[src/rtl/inert_disp_pkg.sv]
// Shared state encoding and LED pattern helpers for the inertial display sequencer.
package inert_disp_pkg;

  typedef enum logic [1:0] {
    IDLE = 2'd0,
    CAL  = 2'd1,
    DISP = 2'd2,
    ERR  = 2'd3
  } disp_state_t;

  // Patterns are built at the widest supported LED count and sliced by the user.
  localparam int LED_MAX = 64;

  function automatic logic [LED_MAX-1:0] led_mask(input int w);
    return ~({LED_MAX{1'b1}} << w);
  endfunction

  function automatic logic [LED_MAX-1:0] led_idle(input int w);
    return led_mask(w) & {LED_MAX{1'b0}};
  endfunction

  function automatic logic [LED_MAX-1:0] led_cal(input int w);
    return led_mask(w) & {{(LED_MAX-1){1'b0}}, 1'b1};
  endfunction

  function automatic logic [LED_MAX-1:0] led_err(input int w);
    return led_mask(w);
  endfunction

endpackage

[src/rtl/seq_wrap_cnt.sv]
// Up/down modulo-N counter with synchronous clear; inc and dec together hold the value.
module seq_wrap_cnt #(
  parameter int N = 3,
  parameter int W = $clog2(N)
) (
  input  logic         clk,
  input  logic         rst,
  input  logic         clr,
  input  logic         inc,
  input  logic         dec,
  output logic [W-1:0] cnt
);

  localparam logic [W-1:0] LAST = W'(N - 1);

  logic [W-1:0] cnt_q;
  logic [W-1:0] cnt_d;

  // Next count with wrap in both directions
  always_comb begin
    cnt_d = cnt_q;
    if (clr) begin
      cnt_d = {W{1'b0}};
    end else if (inc && !dec) begin
      cnt_d = (cnt_q == LAST) ? {W{1'b0}} : cnt_q + 1'b1;
    end else if (dec && !inc) begin
      cnt_d = (cnt_q == {W{1'b0}}) ? LAST : cnt_q - 1'b1;
    end else begin
      cnt_d = cnt_q;
    end
  end

  // Count register
  always_ff @(posedge clk) begin
    if (rst) begin
      cnt_q <= {W{1'b0}};
    end else begin
      cnt_q <= cnt_d;
    end
  end

  assign cnt = cnt_q;

endmodule

[src/rtl/inert_disp_seq.sv]
// Bring-up display sequencer: starts sensor calibration, watches for timeout, then shows a
// bit slice of the selected channel on the LEDs with manual or timed channel stepping.
module inert_disp_seq
  import inert_disp_pkg::*;
#(
  parameter int NUM_CH    = 3,
  parameter int DATA_W    = 16,
  parameter int LED_W     = 8,
  parameter int SLICE_LSB = 1,
  parameter int CAL_TO    = 50000000,
  parameter int AUTO_CYC  = 0
) (
  input  logic                       clk,
  input  logic                       rst,
  input  logic                       next,
  input  logic                       prev,
  output logic                       strt_cal,
  input  logic                       cal_done,
  input  logic                       vld,
  input  logic [NUM_CH*DATA_W-1:0]   ch_data,
  output logic [$clog2(NUM_CH)-1:0]  ch_sel,
  output logic                       cal_err,
  output logic [LED_W-1:0]           LED
);

  localparam int  CH_W    = $clog2(NUM_CH);
  localparam int  CAL_TW  = ($clog2(CAL_TO + 1) < 1) ? 1 : $clog2(CAL_TO + 1);
  localparam int  AUTO_TW = ($clog2(AUTO_CYC + 1) < 1) ? 1 : $clog2(AUTO_CYC + 1);
  localparam bit  AUTO_EN = (AUTO_CYC > 0);

  localparam logic [CAL_TW-1:0]  CAL_LAST  = CAL_TW'(CAL_TO - 1);
  localparam logic [AUTO_TW-1:0] AUTO_LAST = AUTO_TW'(AUTO_CYC - 1);

  localparam logic [LED_MAX-1:0] LED_IDLE_FULL = led_idle(LED_W);
  localparam logic [LED_MAX-1:0] LED_CAL_FULL  = led_cal(LED_W);
  localparam logic [LED_MAX-1:0] LED_ERR_FULL  = led_err(LED_W);
  localparam logic [LED_W-1:0]   LED_IDLE_V    = LED_IDLE_FULL[LED_W-1:0];
  localparam logic [LED_W-1:0]   LED_CAL_V     = LED_CAL_FULL[LED_W-1:0];
  localparam logic [LED_W-1:0]   LED_ERR_V     = LED_ERR_FULL[LED_W-1:0];

  generate
    if (NUM_CH < 2) begin : g_bad_num_ch
      $error("inert_disp_seq: NUM_CH must be at least 2");
    end
    if (SLICE_LSB + LED_W > DATA_W) begin : g_bad_slice
      $error("inert_disp_seq: LED slice exceeds channel width");
    end
    if (CAL_TO < 1) begin : g_bad_cal_to
      $error("inert_disp_seq: CAL_TO must be at least 1");
    end
  endgenerate

  disp_state_t         state_q,    state_d;
  logic [CAL_TW-1:0]   cal_tmr_q,  cal_tmr_d;
  logic [AUTO_TW-1:0]  auto_tmr_q, auto_tmr_d;
  logic                strt_cal_q, strt_cal_d;
  logic                cal_err_q,  cal_err_d;
  logic                reload_q,   reload_d;
  logic [LED_W-1:0]    led_q,      led_d;

  logic                cnt_clr_s;
  logic                cnt_inc_s;
  logic                cnt_dec_s;
  logic                auto_fire_s;
  logic [CH_W-1:0]     ch_sel_s;
  logic [LED_W-1:0]    slice_s;

  seq_wrap_cnt #(
    .N (NUM_CH),
    .W (CH_W)
  ) u_ch_cnt (
    .clk (clk),
    .rst (rst),
    .clr (cnt_clr_s),
    .inc (cnt_inc_s),
    .dec (cnt_dec_s),
    .cnt (ch_sel_s)
  );

  assign slice_s     = ch_data[int'(ch_sel_s)*DATA_W + SLICE_LSB +: LED_W];
  // A manual press always wins over the auto-advance timer.
  assign auto_fire_s = AUTO_EN && (state_q == DISP) && !(next || prev) &&
                       (auto_tmr_q == AUTO_LAST);

  // Next state, timers, channel stepping and LED value
  always_comb begin
    state_d    = state_q;
    led_d      = led_q;
    strt_cal_d = 1'b0;
    cal_tmr_d  = {CAL_TW{1'b0}};
    auto_tmr_d = {AUTO_TW{1'b0}};
    reload_d   = 1'b0;
    cnt_clr_s  = 1'b0;
    cnt_inc_s  = 1'b0;
    cnt_dec_s  = 1'b0;
    case (state_q)
      IDLE, ERR: begin
        if (next) begin
          state_d    = CAL;
          led_d      = LED_CAL_V;
          strt_cal_d = 1'b1;
        end else begin
          led_d = (state_q == ERR) ? LED_ERR_V : LED_IDLE_V;
        end
      end
      CAL: begin
        if (cal_done) begin
          state_d   = DISP;
          cnt_clr_s = 1'b1;
          reload_d  = 1'b1;
        end else if (cal_tmr_q == CAL_LAST) begin
          state_d = ERR;
          led_d   = LED_ERR_V;
        end else begin
          cal_tmr_d = cal_tmr_q + 1'b1;
        end
      end
      DISP: begin
        if (vld || reload_q) begin
          led_d = slice_s;
        end else begin
          led_d = led_q;
        end
        if (next || prev || auto_fire_s) begin
          auto_tmr_d = {AUTO_TW{1'b0}};
        end else if (AUTO_EN) begin
          auto_tmr_d = auto_tmr_q + 1'b1;
        end else begin
          auto_tmr_d = {AUTO_TW{1'b0}};
        end
        cnt_inc_s = next || auto_fire_s;
        cnt_dec_s = prev;
        reload_d  = cnt_inc_s ^ cnt_dec_s;
      end
      default: begin
        state_d = IDLE;
        led_d   = LED_IDLE_V;
      end
    endcase
    cal_err_d = (state_d == ERR);
  end

  // State and output registers
  always_ff @(posedge clk) begin
    if (rst) begin
      state_q    <= IDLE;
      cal_tmr_q  <= {CAL_TW{1'b0}};
      auto_tmr_q <= {AUTO_TW{1'b0}};
      strt_cal_q <= 1'b0;
      cal_err_q  <= 1'b0;
      reload_q   <= 1'b0;
      led_q      <= {LED_W{1'b0}};
    end else begin
      state_q    <= state_d;
      cal_tmr_q  <= cal_tmr_d;
      auto_tmr_q <= auto_tmr_d;
      strt_cal_q <= strt_cal_d;
      cal_err_q  <= cal_err_d;
      reload_q   <= reload_d;
      led_q      <= led_d;
    end
  end

  assign strt_cal = strt_cal_q;
  assign cal_err  = cal_err_q;
  assign ch_sel   = ch_sel_s;
  assign LED      = led_q;

endmodule
[config.mk]
export PLATFORM = sky130hd
export DESIGN_NAME = inert_disp_seq
export DESIGN_NICKNAME = d
export VERILOG_FILES = /design/src/rtl/inert_disp_pkg.sv /design/src/rtl/seq_wrap_cnt.sv /design/src/rtl/inert_disp_seq.sv
export SDC_FILE = /design/constraint.sdc
export NUM_CORES = 1
export LEC_CHECK = 0
export CORE_MARGIN = 4
export CORE_UTILIZATION = 35
export CTS_BUF_LIST = sky130_fd_sc_hd__clkbuf_8
export DETAILED_ROUTE_END_ITERATION = 10
export DONT_BUFFER_PORTS = 1
export HOLD_SLACK_MARGIN = 0.1
export PLACE_DENSITY = 0.59
export SLEW_MARGIN = 20
export SYNTH_ARGS = -nofsm -noshare
export SYNTH_HDL_FRONTEND = slang
export SYNTH_SLANG_ARGS = --single-unit
[constraint.sdc]
create_clock -name clk -period 2.04 [get_ports clk]
set_input_delay 0.408 -clock clk [delete_from_list [all_inputs] [get_ports clk]]
set_output_delay 0.408 -clock clk [all_outputs]
set_load 0.02 [all_outputs]
==> flow_summary.toml, run 1 <==
[routing]
post-route-drc-count = 0
drt.antenna.violating_nets = 0
wl_per_cell_um = 13.5
detailedRoute.firstIterationViolations = 54
drt_first_pass_iters = 4
route.final.wire_length_um = 4460
route.vias.total = 1663
via_per_inst = 5.05

[cells_and_area]
layout_common_cells = "dfxtp_1, nor2_1, xor2_1"
layout_commonest_cell = "dfxtp_1"
post_route_cells_drive_above_1_share_pct = 12.2
finalInstanceArea_um2 = 2440
n_antenna_cell = 0
design.final.nets = 315
syn_to_final_growth_pct = 13.4
number_of_filler_cells_placed_in_the_layout = 602

[min_path]
min_path_type = "input port to flop"

[die]
die_x_um = 86.4
ios = 66
dieHeight_um = 86.4
initial_core_util_pct = 36.1
row_count = 28
die_area_um2 = 7460
core_um2 = 5960

[logic_synthesis]
synth-compound-area-share_pct = 16.4
post_synthesis_cell_area_um2 = 2150
postSynth.asyncResetShare_pct = 0
yosys_register_bits = 41
synth_warnings = 0
synth_ff_type = "dfxtp_1"
synth_cell_type_count = 40
synthesis.area_per_instance_um2 = 8.85
number_of_enable_flip_flop_cells_after_synthesis = 0
synthMuxAreaShare_pct = 3.78
synthesized_nets = 305
xor_and_xnor_area_share_after_synthesis_pct = 10.2
synthSimpleGateAreaFrac_pct = 22.6
syn_inst = 243
synth_top_family_by_area = "simple AND/OR/NAND/NOR gates"
synth.yosys.seq_area_share_pct = 38.2
synth-adder-area-share_pct = 4.66

[clock_network]
cts_buffers = 5
cts_tree = "yes"
clkSlewWorstSetupHoldPaths_ns = 0.08
postCtsSetupBuffers = 0
clock_sink_count = 41
clock_insertion_delay_worst_skew_ns = 0.29
htree_levels = 2
max-clock-path-buffers = 2
clockRootBuffer = "clkbuf_8"

[power_and_ir_drop]
leakagePower_nw = 0.890
worst_ir_drop_vdd_uv = 400
cellPowerDensity_nw_per_um2 = 676

[setup_path]
path_delay_family = "simple AND/OR/NAND/NOR gates"
critical_path_class = "flop to flop"
worst_path_max_delay_cell = "or4b_4"
critical_path.cell_chain = "or4b_4, nor4_4, a21o_1, o211ai_1, o211a_1"
crit_path_end_kind = "flop"
slowest_delay_ns = 0.55
cp.arrival_ns = 2.13
start_kind = "flop"
worstPathRequired_ns = 2.23
critPathBufInv = 0
worstPathMaxFanout = 8

[sta]
achievable-frequency_mhz = 515
finalSetupViolations = 0
timing.final.crit_period_ns = 1.94
hold_viol = 0
timing.final.crit_share_pct = 95.2
final.setup_skew_ns = 0.00547
timing.setup.tns_ns = 0
hold_ws_ns = 0.174
unrepaired_setup_endpoints_after_global_routing = "false"
max_slew.worst_pin.slew_ns = 0.495
timing.final.max_slew_violations = 0
max_slew_margin_pct = 67.0

[placed_design]
gp_routability_congestion = 0.811
numPortBuffers = 0
place.detailed.hpwl_um = 3100
instance_area_after_placement_um2 = 2290

[global_routing]
track_usage_pct = 12.0
grt_first_pass_wirelength_um = 7140
grt_start_max_net_pins = 27
via_count_of_the_first_global_routing_pass = 1524
grt_antenna_before_repair = 0
global_route_total_overflow = 0

[job]
cap_viol_max_count = 0

[run_status]
status = "finished, final reports clean"
-- cell families after synthesis --
group / Yosys count
buf+inv: 19
compound gates: 48
simple gates: 94
fa+ha+maj: 8
mux: 8
xor+xnor: 25
flops: 41
-- final cells by class --
type / instances / area, um^2 / area share [%]
multi-input combinational: 183 / 1260 / 51.6
sequential: 41 / 822 / 33.7
timing repair buffer: 13 / 128 / 5.24
clock buffer: 7 / 96.3 / 3.95
tap: 75 / 93.8 / 3.85
inverter: 9 / 33.8 / 1.39
clock inverter: 1 / 5.00 / 0.205
-- stage by stage --
stage                     setup slack (ns)  power (mW)  util [%]  cells
after CTS                           0.0540        1.67      40.1    328
after global placement              0.0909        1.08      38.4    320
final                               0.0981        1.65      40.9    329
after global routing               0.00347        1.74      40.9    329
after detailed placement            0.0872        1.08      38.4    320
after floorplan                      0.163        1.04         -    243
-- layer usage --
layer | global-route usage, % | share of wire, % | vias to the layer above
li1 | - | - | 881
met1 | 15.1 | 46 | 728
met2 | 18.6 | 44 | 47
met3 | 3.71 | 7.7 | 7
met4 | 5.52 | 1.5 | 0
met5 | 0 | 0 | -
-- final timing paths --
path / startpoint / endpoint / slack (ns) / cells past startpoint
worst max register to register: cal_tmr_q[18]$_SDFF_PP0_ / LED[4]$_SDFFE_PP0P_ / 0.1 / 5
worst max-delay path: cal_tmr_q[18]$_SDFF_PP0_ / LED[4]$_SDFFE_PP0P_ / 0.1 / 5
worst min register to register: cal_tmr_q[0]$_SDFF_PP0_ / cal_tmr_q[0]$_SDFF_PP0_ / 0.47 / 1
worst min-delay path: rst / state_q[1]$_SDFF_PP0_ / 0.17 / 1
-- registers in the layout (all words and copies together) (netlist names) --
| signal | count |
|---|---|
| state_q | 2 |
| reload_q | 1 |
| cal_err | 1 |
| u_ch_cnt.cnt | 2 |
| cal_tmr_q | 26 |
| LED | 8 |
| strt_cal | 1 |
-- where the power goes --
group          switching [mW]  internal (mW)  leakage, nW
combinational           0.105         0.0885        0.504
sequential             0.0487          0.827        0.332
clock                   0.274          0.306       0.0542
total                   0.427           1.22        0.890
-- worst reg2reg max path, cell delays in order, from the launching register on --
cell and delay, ns:
dfxtp_2 0.35, or4b_4 0.55, nor4_4 0.35, a21o_1 0.30, o211ai_1 0.15, o211a_1 0.15
-- cell usage after synthesis, types with 2 or more instances --
cell / n / area, um^2
dfxtp_1: 41 / 821
nor2_1: 35 / 131
xor2_1: 19 / 166
a21oi_1: 14 / 70.1
nand3_1: 14 / 70.1
inv_1: 9 / 33.8
nand2_1: 9 / 33.8
ha_1: 8 / 100
mux2i_1: 7 / 70.1
nand4_1: 7 / 43.8
o211a_1: 7 / 70.1
o211ai_1: 7 / 52.6
o2bb2ai_1: 7 / 61.3
and3_1: 6 / 37.5
clkbuf_1: 6 / 22.5
xnor2_1: 6 / 52.6
nor2b_1: 5 / 31.3
nor3_1: 5 / 25.0
a211oi_1: 4 / 30.0
and2_1: 3 / 18.8
a2111oi_0: 2 / 17.5
a21o_1: 2 / 15.0
buf_6: 2 / 22.5
o21ai_0: 2 / 10.0
-- what timing repair did --
item | 4_1_cts | 5_1_grt
hold buffers | 0 | 0
resized for setup | 0 | 6
endpoints found under the setup margin | 0 | 34
No activity file was read; power rests on OpenSTA's default activity.
==> run 2, diff against run 1 <==
- ABC_CLOCK_PERIOD_IN_PS: unset -> 2040
- RECOVER_POWER: unset -> 50
==> flow_summary.toml, run 2 (synthesis gave the netlist of run 1 again) <==
[sta]
final.setup_skew_ns = 0.00547
timing.final.crit_share_pct = 95.2
achievable-frequency_mhz = 515
finalSetupViolations = 0
timing.final.max_slew_violations = 0
finalWorstSetupSlack_ns = 0.0981
timing.final.crit_period_ns = 1.94
max_slew.worst_pin.slew_ns = 0.495
max_slew_margin_pct = 67.0
unrepaired_setup_endpoints_after_global_routing = "false"
hold_viol = 0
timing.setup.tns_ns = 0

[die]
dieHeight_um = 86.4
die_area_um2 = 7460
core_um2 = 5960
die_x_um = 86.4
ios = 66
row_count = 28
initial_core_util_pct = 36.1

[cells_and_area]
n_antenna_cell = 0
layout_common_cells = "dfxtp_1, nor2_1, xor2_1"
max_flop_register = "cal_tmr_q"
largest_register_ff_count = 26
post_route_cells_drive_above_1_share_pct = 11.8
layout_commonest_cell = "dfxtp_1"
design.final.nets = 315
number_of_filler_cells_placed_in_the_layout = 601
post_route_non_filler_standard_cell_count = 329
syn_to_final_growth_pct = 13.2

[clock_network]
max-clock-path-buffers = 2
htree_levels = 2
cts.hold.buffers_added = 0
cts_buffers = 5
clkSlewWorstSetupHoldPaths_ns = 0.08
cts_tree = "yes"
clock_sink_count = 41
post_cts_resize_count = 0
clock_insertion_delay_worst_skew_ns = 0.29
clockRootBuffer = "clkbuf_8"
postCtsSetupBuffers = 0

[power_and_ir_drop]
cellPowerDensity_nw_per_um2 = 677
worst_ir_drop_vdd_uv = 400
leakagePower_nw = 0.885

[setup_path]
cp.arrival_ns = 2.13
critical_path_class = "flop to flop"
crit_path_end_kind = "flop"
reg2reg_depth = 5
worstPathRequired_ns = 2.23
worstPathMaxFanout = 8
start_kind = "flop"

[placed_design]
numPortBuffers = 0
gp_routability_congestion = 0.811
place.detailed.hpwl_um = 3100
place_inst = 320
pre_cts_ws_ns = 0.0872

[routing]
post-route-drc-count = 0
wl_per_cell_um = 13.5
route.vias.total = 1663
via_per_inst = 5.05
route.final.wire_length_um = 4460
drt_first_pass_iters = 4
detailedRoute.firstIterationViolations = 54
drt.antenna.violating_nets = 0

[global_routing]
grt_first_pass_wirelength_um = 7140
via_count_of_the_first_global_routing_pass = 1524
track_usage_pct = 12.0
grt_antenna_before_repair = 0
global_route_total_overflow = 0
grt_start_max_net_pins = 27

[min_path]
min_path_cells = 1
min_path_type = "input port to flop"

[run_status]
status = "finished, final reports clean"

[job]
cap_viol_max_count = 0
run 2: worst paths after layout:
check	slack (ns)	endpoint	start
worst max-delay path	0.1	LED[4]$_SDFFE_PP0P_	cal_tmr_q[18]$_SDFF_PP0_
worst max register to register	0.1	LED[4]$_SDFFE_PP0P_	cal_tmr_q[18]$_SDFF_PP0_
worst min register to register	0.47	cal_tmr_q[0]$_SDFF_PP0_	cal_tmr_q[0]$_SDFF_PP0_
worst min-delay path	0.17	state_q[1]$_SDFF_PP0_	rst
run 2: layout make-up:
cell class / instances / area, um^2 / area share, %
inverter: 9 / 33.8 / 1.39
timing repair buffer: 13 / 124 / 5.09
clock inverter: 1 / 5.00 / 0.206
multi-input combinational: 183 / 1260 / 51.7
clock buffer: 7 / 96.3 / 3.96
tap: 75 / 93.8 / 3.86
sequential: 41 / 822 / 33.8
run 2: metrics by stage:
| stage | area [um^2] | hold WS [ns] | power, mW | utilization (%) |
|---|---|---|---|---|
| after floorplan | 2150 | 0.430 | 1.04 | - |
| after global placement | 2290 | 0.447 | 1.08 | 38.4 |
| after detailed placement | 2290 | 0.456 | 1.08 | 38.4 |
| after CTS | 2390 | 0.160 | 1.67 | 40.1 |
| after global routing | 2430 | 0.157 | 1.73 | 40.9 |
| final | 2430 | 0.174 | 1.65 | 40.9 |
run 2: routing by layer:
layer  vias up  share of wire [%]  GRT usage, %
li1        881                  -             -
met4         0                1.5          5.52
met2        47                 44          18.6
met5         -                  0             0
met3         7                7.7          3.71
met1       728                 46          15.1
run 2: critical path, stage by stage (launching register included):
cell	delay, ns
dfxtp_2	0.35
or4b_4	0.55
nor4_4	0.35
a21o_1	0.30
o211ai_1	0.15
o211a_1	0.15
run 2: power by group:
group          total, mW  switching, mW  internal, mW
sequential         0.875         0.0487         0.827
combinational      0.192          0.105        0.0877
clock              0.580          0.274         0.306
total               1.65          0.427          1.22
